$ cat config.mk
export PLATFORM = sky130hd
export DESIGN_NAME = vga_sync_gen
export DESIGN_NICKNAME = d
export VERILOG_FILES = /design/src/rtl/vga_sync_gen.sv
export SDC_FILE = /design/constraint.sdc
export NUM_CORES = 1
export LEC_CHECK = 0
export BUFFER_PORTS_ARGS = -buffer_cell sky130_fd_sc_hd__buf_2
export CAP_MARGIN = 20
export CORE_MARGIN = 3
export CORE_UTILIZATION = 55
export CTS_CLUSTER_SIZE = 25
export DETAILED_ROUTE_END_ITERATION = 10
export MAX_ROUTING_LAYER = met4
export PLACE_DENSITY = 0.79
export RECOVER_POWER = 100
export SETUP_SLACK_MARGIN = 0.4
export SKIP_LAST_GASP = 1
export SYNTH_ARGS = -nofsm -noshare
export SYNTH_HDL_FRONTEND = slang
export SYNTH_SLANG_ARGS = --single-unit
export TNS_END_PERCENT = 100
$ cat constraint.sdc
create_clock -name clk -period 2.85 [get_ports clk]
set_input_delay 0.285 -clock clk [delete_from_list [all_inputs] [get_ports clk]]
set_output_delay 0.285 -clock clk [all_outputs]
set_load 0.01 [all_outputs]
$ cat src/rtl/vga_sync_gen.sv
// vga_sync_gen
// ------------
// Timing generator for the 640x480 VGA display path. A clock divider
// produces a pixel-rate enable (pixel_tick); on each tick the horizontal
// counter advances, and the vertical counter advances when the horizontal
// counter wraps. The counters are exported as the x/y coordinate bus for
// the pixel-drawing blocks, together with active-low hsync/vsync and the
// video_on blanking flag.
//
// Optional feature macro: VGA_FRAME_COUNT_EN
//   When defined, an 8-bit frame_count output is added. It counts every
//   wrap of (x,y) to (0,0) and rolls over from 255 to 0.
//
// Ports
//   clk          in   board clock, rising edge
//   reset_n      in   asynchronous, active-low reset
//   x[9:0]       out  horizontal count, 0..H_TOTAL-1 (registered)
//   y[9:0]       out  vertical count, 0..V_TOTAL-1 (registered)
//   hsync        out  horizontal sync, active low (registered)
//   vsync        out  vertical sync, active low (registered)
//   video_on     out  high inside the visible area (registered)
//   pixel_tick   out  one-clk enable, counters advance on it
//   frame_start  out  high on the tick whose edge moves (x,y) onto (0,0)
//   frame_count  out  [7:0] frame counter (VGA_FRAME_COUNT_EN only)
//
// Reset leaves the counters on the last pixel of the frame (H_TOTAL-1,
// V_TOTAL-1), so the first pixel_tick after release wraps to (0,0) and
// pixel (0,0) of the first frame is displayed.

module vga_sync_gen #(
  parameter int CLK_DIV   = 2,
  parameter int H_DISPLAY = 640,
  parameter int H_FRONT   = 16,
  parameter int H_SYNC    = 96,
  parameter int H_BACK    = 48,
  parameter int V_DISPLAY = 480,
  parameter int V_FRONT   = 10,
  parameter int V_SYNC    = 2,
  parameter int V_BACK    = 33
) (
  input  logic       clk,
  input  logic       reset_n,
  output logic [9:0] x,
  output logic [9:0] y,
  output logic       hsync,
  output logic       vsync,
  output logic       video_on,
  output logic       pixel_tick,
  output logic       frame_start
`ifdef VGA_FRAME_COUNT_EN
  ,
  output logic [7:0] frame_count
`endif
);

  // ---------------------------------------------------------------------
  // Derived timing constants
  // ---------------------------------------------------------------------
  localparam int H_TOTAL = H_DISPLAY + H_FRONT + H_SYNC + H_BACK;
  localparam int V_TOTAL = V_DISPLAY + V_FRONT + V_SYNC + V_BACK;

  localparam logic [9:0] H_LAST     = 10'(H_TOTAL - 1);
  localparam logic [9:0] V_LAST     = 10'(V_TOTAL - 1);
  localparam logic [9:0] H_VIS      = 10'(H_DISPLAY);
  localparam logic [9:0] V_VIS      = 10'(V_DISPLAY);
  localparam logic [9:0] HS_START   = 10'(H_DISPLAY + H_FRONT);
  localparam logic [9:0] HS_END     = 10'(H_DISPLAY + H_FRONT + H_SYNC - 1);
  localparam logic [9:0] VS_START   = 10'(V_DISPLAY + V_FRONT);
  localparam logic [9:0] VS_END     = 10'(V_DISPLAY + V_FRONT + V_SYNC - 1);

  localparam int DIV_W = (CLK_DIV > 1) ? $clog2(CLK_DIV) : 1;

  // ---------------------------------------------------------------------
  // Pixel-rate divider
  // ---------------------------------------------------------------------
  generate
    if (CLK_DIV == 1) begin : g_no_div
      // Every board clock is a pixel clock; the enable is tied high,
      // which also holds while reset_n is low.
      assign pixel_tick = 1'b1;
    end else begin : g_div
      localparam logic [DIV_W-1:0] DIV_LAST = DIV_W'(CLK_DIV - 1);

      logic [DIV_W-1:0] div_reg;

      always_ff @(posedge clk or negedge reset_n) begin
        if (!reset_n) begin
          div_reg <= '0;
        end else if (div_reg == DIV_LAST) begin
          div_reg <= '0;
        end else begin
          div_reg <= div_reg + 1'b1;
        end
      end

      // Tick on the last divider phase so the first tick after reset
      // lands in clock cycle CLK_DIV.
      assign pixel_tick = (div_reg == DIV_LAST);
    end
  endgenerate

  // ---------------------------------------------------------------------
  // Horizontal / vertical counters
  // ---------------------------------------------------------------------
  logic [9:0] h_reg;
  logic [9:0] h_next;
  logic [9:0] v_reg;
  logic [9:0] v_next;
  logic       h_wrap;
  logic       v_wrap;

  assign h_wrap = (h_reg == H_LAST);
  assign v_wrap = (v_reg == V_LAST);

  always_comb begin
    h_next = h_reg;
    v_next = v_reg;
    if (pixel_tick) begin
      if (h_wrap) begin
        h_next = '0;
        // The vertical counter only moves on the line wrap; at the end of
        // the frame both counters clear on the same edge.
        v_next = v_wrap ? '0 : (v_reg + 10'd1);
      end else begin
        h_next = h_reg + 10'd1;
      end
    end
  end

  // ---------------------------------------------------------------------
  // Sync / blanking, decoded from the next counter values so that the
  // registered flags line up with the registered x/y with no lag.
  // ---------------------------------------------------------------------
  logic hsync_reg;
  logic hsync_next;
  logic vsync_reg;
  logic vsync_next;
  logic video_on_reg;
  logic video_on_next;

  always_comb begin
    hsync_next    = ~((h_next >= HS_START) && (h_next <= HS_END));
    vsync_next    = ~((v_next >= VS_START) && (v_next <= VS_END));
    video_on_next = (h_next < H_VIS) && (v_next < V_VIS);
  end

  always_ff @(posedge clk or negedge reset_n) begin
    if (!reset_n) begin
      h_reg        <= H_LAST;
      v_reg        <= V_LAST;
      hsync_reg    <= 1'b1;
      vsync_reg    <= 1'b1;
      video_on_reg <= 1'b0;
    end else begin
      h_reg        <= h_next;
      v_reg        <= v_next;
      hsync_reg    <= hsync_next;
      vsync_reg    <= vsync_next;
      video_on_reg <= video_on_next;
    end
  end

  assign x        = h_reg;
  assign y        = v_reg;
  assign hsync    = hsync_reg;
  assign vsync    = vsync_reg;
  assign video_on = video_on_reg;

  // frame_start marks the tick that loads (0,0): one pulse per frame,
  // coincident with the first pixel_tick after reset release.
  assign frame_start = pixel_tick & h_wrap & v_wrap;

  // ---------------------------------------------------------------------
  // Optional frame counter
  // ---------------------------------------------------------------------
`ifdef VGA_FRAME_COUNT_EN
  logic [7:0] frame_count_reg;

  always_ff @(posedge clk or negedge reset_n) begin
    if (!reset_n) begin
      frame_count_reg <= 8'd0;
    end else if (frame_start) begin
      frame_count_reg <= frame_count_reg + 8'd1;
    end
  end

  assign frame_count = frame_count_reg;
`endif

endmodule

==> summary.md, run 1 <==
| Metric | Value |
|---|---|
| Synth Net Count | 155 |
| F_max | 0.439 GHz |
| Startpoint types | flip-flop |
| Port bufs | 26 |
| CTS Buf Count | 3 |
| Synth area leader | dfstp_2 |
| Setup Buffers After CTS | 0 |
| Psw | 0.106 mW |
| CTS Hold Bufs | 1 |
| Req. time, crit path | between 2 and 3 ns |
| Vias in the first global route | 1,044 |
| CTS resizes | 0 |
| Initial Util | 61.3% |
| Fin Clk Skew | roughly 0.0025 ns |
| Max cap viols | 0 |
| Top cells by area, synth | dfstp_2 22%, dfrtp_1 21%, nand2_1 3.6%, xor2_1 3.6%, nand3_1 3.5% |
| Area of the multi-input gates | 724 um^2 |
| All-Layer GR Usage | 20.2% |
| Number of setup violations in the final report | 0 |
| IO Pins | 27 |
| Initial antenna violation count | 0 |
| Clk slew on worst S/H paths | 0.12 ns |
| Total of warnings raised by yosys | 0 |
| First-pass GRT wire length | 5050 um |
| Cell Area, Synth | 1450 um^2 |
| Flop pwr share | 64.8% |
| Least-Margin Pin Slew | 1.24 ns |
| Status | complete, no violations |
| Ant diodes | 0 |
| Antenna-violating nets left | 0 |
| Routed len/inst | around 15 um |
| Final Cell Area | 1550 um^2 |
| Sum Neg Setup Slack | 0 ns |
| Hpwl dp | ~2200 um |
| Register area share after synthesis | 42.6% |
| Max Root-Sink Buffers | 2 |
| HP Class | reg2reg |
| Final std cells w/o fill | 200 |
| RePlAce Congestion | between 0.8 and 0.9 |
| CTS tree | done |
| Post-synth top cells | 14 x nand2_1, 12 x dfrtp_1, 12 x dfstp_2 |
| Die area | between 3000 and 4000 um^2 |
| # clock sinks | 24 |
| Syn Area/Cell | 9.64 um^2 |
| CP Capture Type | output port |
| P&R area growth vs syn | 7.35% |
| DP Cell Count | 195 |
| Metal-1 WL | between 1000 and 1500 um |
| Worst vdd ir | approximately 0.29 mV |
| Yosys cell types | 45 |
| Root Driver | clkbuf_4 |
| EDFF count, synth | 0 |
| P_leak | 0.647 nW |
| DR top layer | met4 |
| FF+latch count, synth | 24 |
| DR WL met3 | 188 um |
| Initial DRC count | 32 |
| Final Hold Fails | 0 |
| Data arrival, critical path | 1.99 ns |
| Ys flop type | dfstp_2 |
| Later-pin clock latency in the skew report | about 0.31 ns |
| Largest net degree at the start of global routing | 25 |
| Grt total ovfl | 0 |
| Logic gate share of total power | 1.4% |
| Layout cells sized above 1 | 9.88% |
| RSZ-0062 raised after global routing | false |
| Vias per inst | 6.19 |
| Chip height | 57.3 um |
| Final worst setup slack | 0.575 ns |
| Critical path class | reg2out |
| Net count, final | 178 |
| Ys async rst share | 100% |
| Total internal power | 0.420 mW |
| Pre-CTS setup slack | 0.864 ns |
| TritonRoute pass-1 iters | 5 |
| Final Max Slew Viols | 0 |
| Placed Area | approximately 1600 um^2 |
| Clock power share | 33.8% |
| # DRC | 0 |
| Die X | 57.3 um |
| Worst slew margin | 17.3% |
| Mapped Cells | 150 |
| Leading cell type by number of instances after synthesis | nand2_1 |
| Row Count | 17 |
| Sequential Area | about 600 um^2 |
| Post-synth top area share | 21.8% |
| Core area | 2360 um^2 |
| Power Dens Cells | 338 nW/um^2 |
| # H-tree levels | 1 |
| Detailed-route via count | 1,237 |
| Final Cycle Share | 79.8% |
| Fillcell total | between 200 and 250 |
| Crit path max fanout | 10 |
| Met2 WL | 1290 um |
| Tmin final | between 2 and 2.5 ns |
| Sw Ratio | 20.1% |
| Post-Route WL | 3000 um |
==> worst paths after layout <==
check,start,to,slack [ns],cells after the start
max in group asynchronous,reset_n,pixel_tick,1.38,2
worst max register to register,x[0],video_on,0.58,6
worst min-delay path,x[1],x[1],0.55,1
worst max-delay path,x[0],frame_start,0.57,5
min in group asynchronous,reset_n,x[5],0.75,2
worst min register to register,x[1],x[1],0.55,1
==> per-stage QoR <==
| stage | util [%] | power [mW] | hold slack, ns |
|---|---|---|---|
| floorplan | - | 0.347 | -0.0106 |
| detailed placement | 66.0 | 0.354 | 0.288 |
| global route | 65.8 | 0.556 | 0.583 |
| finish | 65.8 | 0.525 | 0.549 |
| CTS | 67.9 | 0.539 | 0.471 |
| global placement | 66.0 | 0.354 | 0.280 |
==> worst max-delay path, stage by stage (launching register included) <==
cell	delay (ns)
dfstp_1	0.61
ha_1	0.27
and2_0	0.18
nand3_1	0.27
nor2_1	0.18
clkbuf_1	0.17
==> power by group through the flow <==
stage          clock network (mW)    logic, mW  registers [mW]
4_1_cts                     0.190      0.00824           0.342
3_5_place_dp                    0      0.00713           0.347
2_1_floorplan                   0  0.000000311           0.347
6_report                    0.177      0.00750           0.340
5_1_grt                     0.206      0.00913           0.341
3_3_place_gp                    0      0.00691           0.347
==> cell type report <==
class | count | area share [%]
clock buffer | 4 | 2.34
tap | 28 | 2.26
multi-input combinational | 111 | 46.7
timing repair buffer | 27 | 7.66
inverter | 6 | 1.45
sequential | 24 | 39.6
==> kinds of logic (layout without fill, tap and decap cells) <==
logic type      Yosys count  in the layout  synth area share, %
simple gates             68             68                 28.4
compound gates           25             25                 11.3
flops                    24             24                 42.6
buf+inv                  15             37                 5.28
xor+xnor                 11             11                 6.66
mux                       4              4                 3.20
fa+ha+maj                 3              3                 2.60
==> routing by layer <==
layer | vias to the layer above | global-route usage, %
li1 | 590 | -
met1 | 586 | 30.3
met2 | 54 | 27.9
met3 | 7 | 2.94
met4 | 0 | 6.62
met5 | - | -
==> layout by cell type (no fill, tap or decap), types with 6 or more instances in the layout <==
cell,n
nor2_1,6
nand3_1,11
buf_2,9
inv_1,6
xor2_1,6
dfstp_1,10
dfrtp_1,12
nor3_1,8
o21ai_0,8
clkbuf_1,17
nand2_1,14
nand4_1,8
Power figures use the tool's default switching activity.
==> inputs of run 2 (changes only) <==
Settings changed: CORE_UTILIZATION 55 to 49, PLACE_DENSITY 0.79 to 0.75.
Clock period 2.85 ns to 1.9 ns, I/O delays scaled along.
==> summary.md, run 2 (synthesis gave the netlist of run 1 again) <==
| Metric | Value |
|---|---|
| Status | complete, no violations |
| TritonRoute pass-1 iters | 4 |
| P&R area growth vs syn | 52.8% |
| Die area | around 3600 um^2 |
| Clk slew on worst S/H paths | 0.16 ns |
| Power Dens Cells | 369 nW/um^2 |
| Tmin final | 1.87 ns |
| Die X | 60.3 um |
| CTS tree | done |
| First-pass GRT wire length | 6730 um |
| Initial DRC count | 106 |
| Fillcell total | 152 |
| Layout cells sized above 1 | 60.4% |
| Root Driver | clkbuf_4 |
| Core area | around 2800 um^2 |
| Startpoint types | flip-flop |
| Row Count | 19 |
| Final Max Slew Viols | 0 |
| Routed len/inst | 18.5 um |
| Initial antenna violation count | 0 |
| Number of setup violations in the final report | 0 |
| Reg2Reg Depth | 5 |
| IO Pins | 27 |
| Max cap viols | 0 |
| Final Cycle Share | between 90% and 100% |
| Final Hold Fails | 0 |
| Tot Pwr | 0.816 mW |
| F_max | about 0.54 GHz |
| All-Layer GR Usage | 25.9% |
| Critical path class | reg2out |
| Later-pin clock latency in the skew report | 0.34 ns |
| Grt total ovfl | 0 |
| Commonest non-fill, non-tap cell in the layout | buf_4 |
| Crit path max fanout | 2 |
| Post-Route WL | ~4600 um |
| Fin Clk Skew | 0.0227 ns |
| Max Root-Sink Buffers | 2 |
| RePlAce Congestion | just under 0.9 |
| Least-Margin Pin Slew | around 0.54 ns |
| # clock sinks | 24 |
| RSZ-0062 raised after global routing | true |
| Worst slew margin | 63.7% |
| Final worst setup slack | 0.0313 ns |
| Chip height | roughly 60 um |
| Pre-CTS setup slack | 0.0843 ns |
| Req. time, crit path | 1.71 ns |
| Detailed-route via count | 1,529 |
| Initial Util | about 52% |
| # DRC | 0 |
| CP Capture Type | output port |
| Net count, final | between 200 and 250 |
| Ant diodes | 0 |
| Largest net degree at the start of global routing | 25 |
| Hpwl dp | between 2000 and 3000 um |
| # H-tree levels | 1 |
| P_leak | about 1 nW |
| Vias per inst | 6.17 |
| Vias in the first global route | around 1,400 |
| CTS Buf Count | 3 |
| Data arrival, critical path | 1.68 ns |
| HP Class | in2async |
| Antenna-violating nets left | 0 |
| Commonest non-fill, non-tap cells in the layout | 33 x buf_4, 26 x buf_2, 12 x dfstp_2 |
| Worst vdd ir | 0.378 mV |
| Port bufs | 26 |
run 2: cell count changes in the layout (fill, tap and decap cells not counted), sizes merged:
cell    change
clkbuf     -17
nand3       +1
buf        +61
run 2: area by class of cell:
class / instances / area [um^2] / area share, %
tap: 31 / 38.8 / 1.76
sequential: 24 / 617 / 27.9
multi-input combinational: 112 / 981 / 44.4
inverter: 6 / 25.0 / 1.13
clock buffer: 4 / 36.3 / 1.64
timing repair buffer: 71 / 512 / 23.2
run 2: worst max-delay path, cell delays in order, from the launching register on:
cell	delay, ns
dfstp_2	0.56
nor4bb_4	0.33
nand4_1	0.20
nor2_2	0.11
buf_2	0.13
run 2: routing by layer:
layer  track usage, %  vias to the layer above  share of wire [%]
li1                 -                      683                  -
met1             32.7                      754                 42
met2             41.5                       75                 48
met3             4.26                       17                6.5
met4             9.81                        0                3.3
met5                -                        -                  0
run 2: power by group:
part           internal [mW]  switching, mW  total [mW]
Sequential             0.512              0       0.512
Clock                  0.118          0.174       0.291
Combinational        0.00207        0.00990      0.0120
Total                  0.632          0.184       0.816
run 2: final timing paths:
check,from,end,slack [ns]
min in group clk,y[0],y[0],0.58
max in group asynchronous,reset_n,x[0],1.16
max reg2reg,y[9],video_on,0.09
min reg2reg,y[0],y[0],0.58
min,reset_n,y[6],0.34
max,y[9],frame_start,0.03
run 2: timing repair:
item | in CTS | in global routing
setup endpoints to repair | 16 | 18
setup buffers | 15 | 11
resized for setup | 28 | 16
hold endpoints to repair | 12 | 0
cloned | 1 | 0
hold buffers | 1 | 0
pin swaps | 21 | 12
run 2: through the flow:
step	setup TNS (ns)	utilization (%)	cell area (um^2)	hold WS, ns	cells
after floorplan	0	-	1570	-0.106	150
final	0	79.4	2210	0.337	248
after global placement	0	64.5	1790	0.195	216
after detailed placement	0	64.5	1790	0.201	216
after global routing	-0.00838	79.4	2210	0.372	248
after CTS	0	74.1	2060	0.384	237
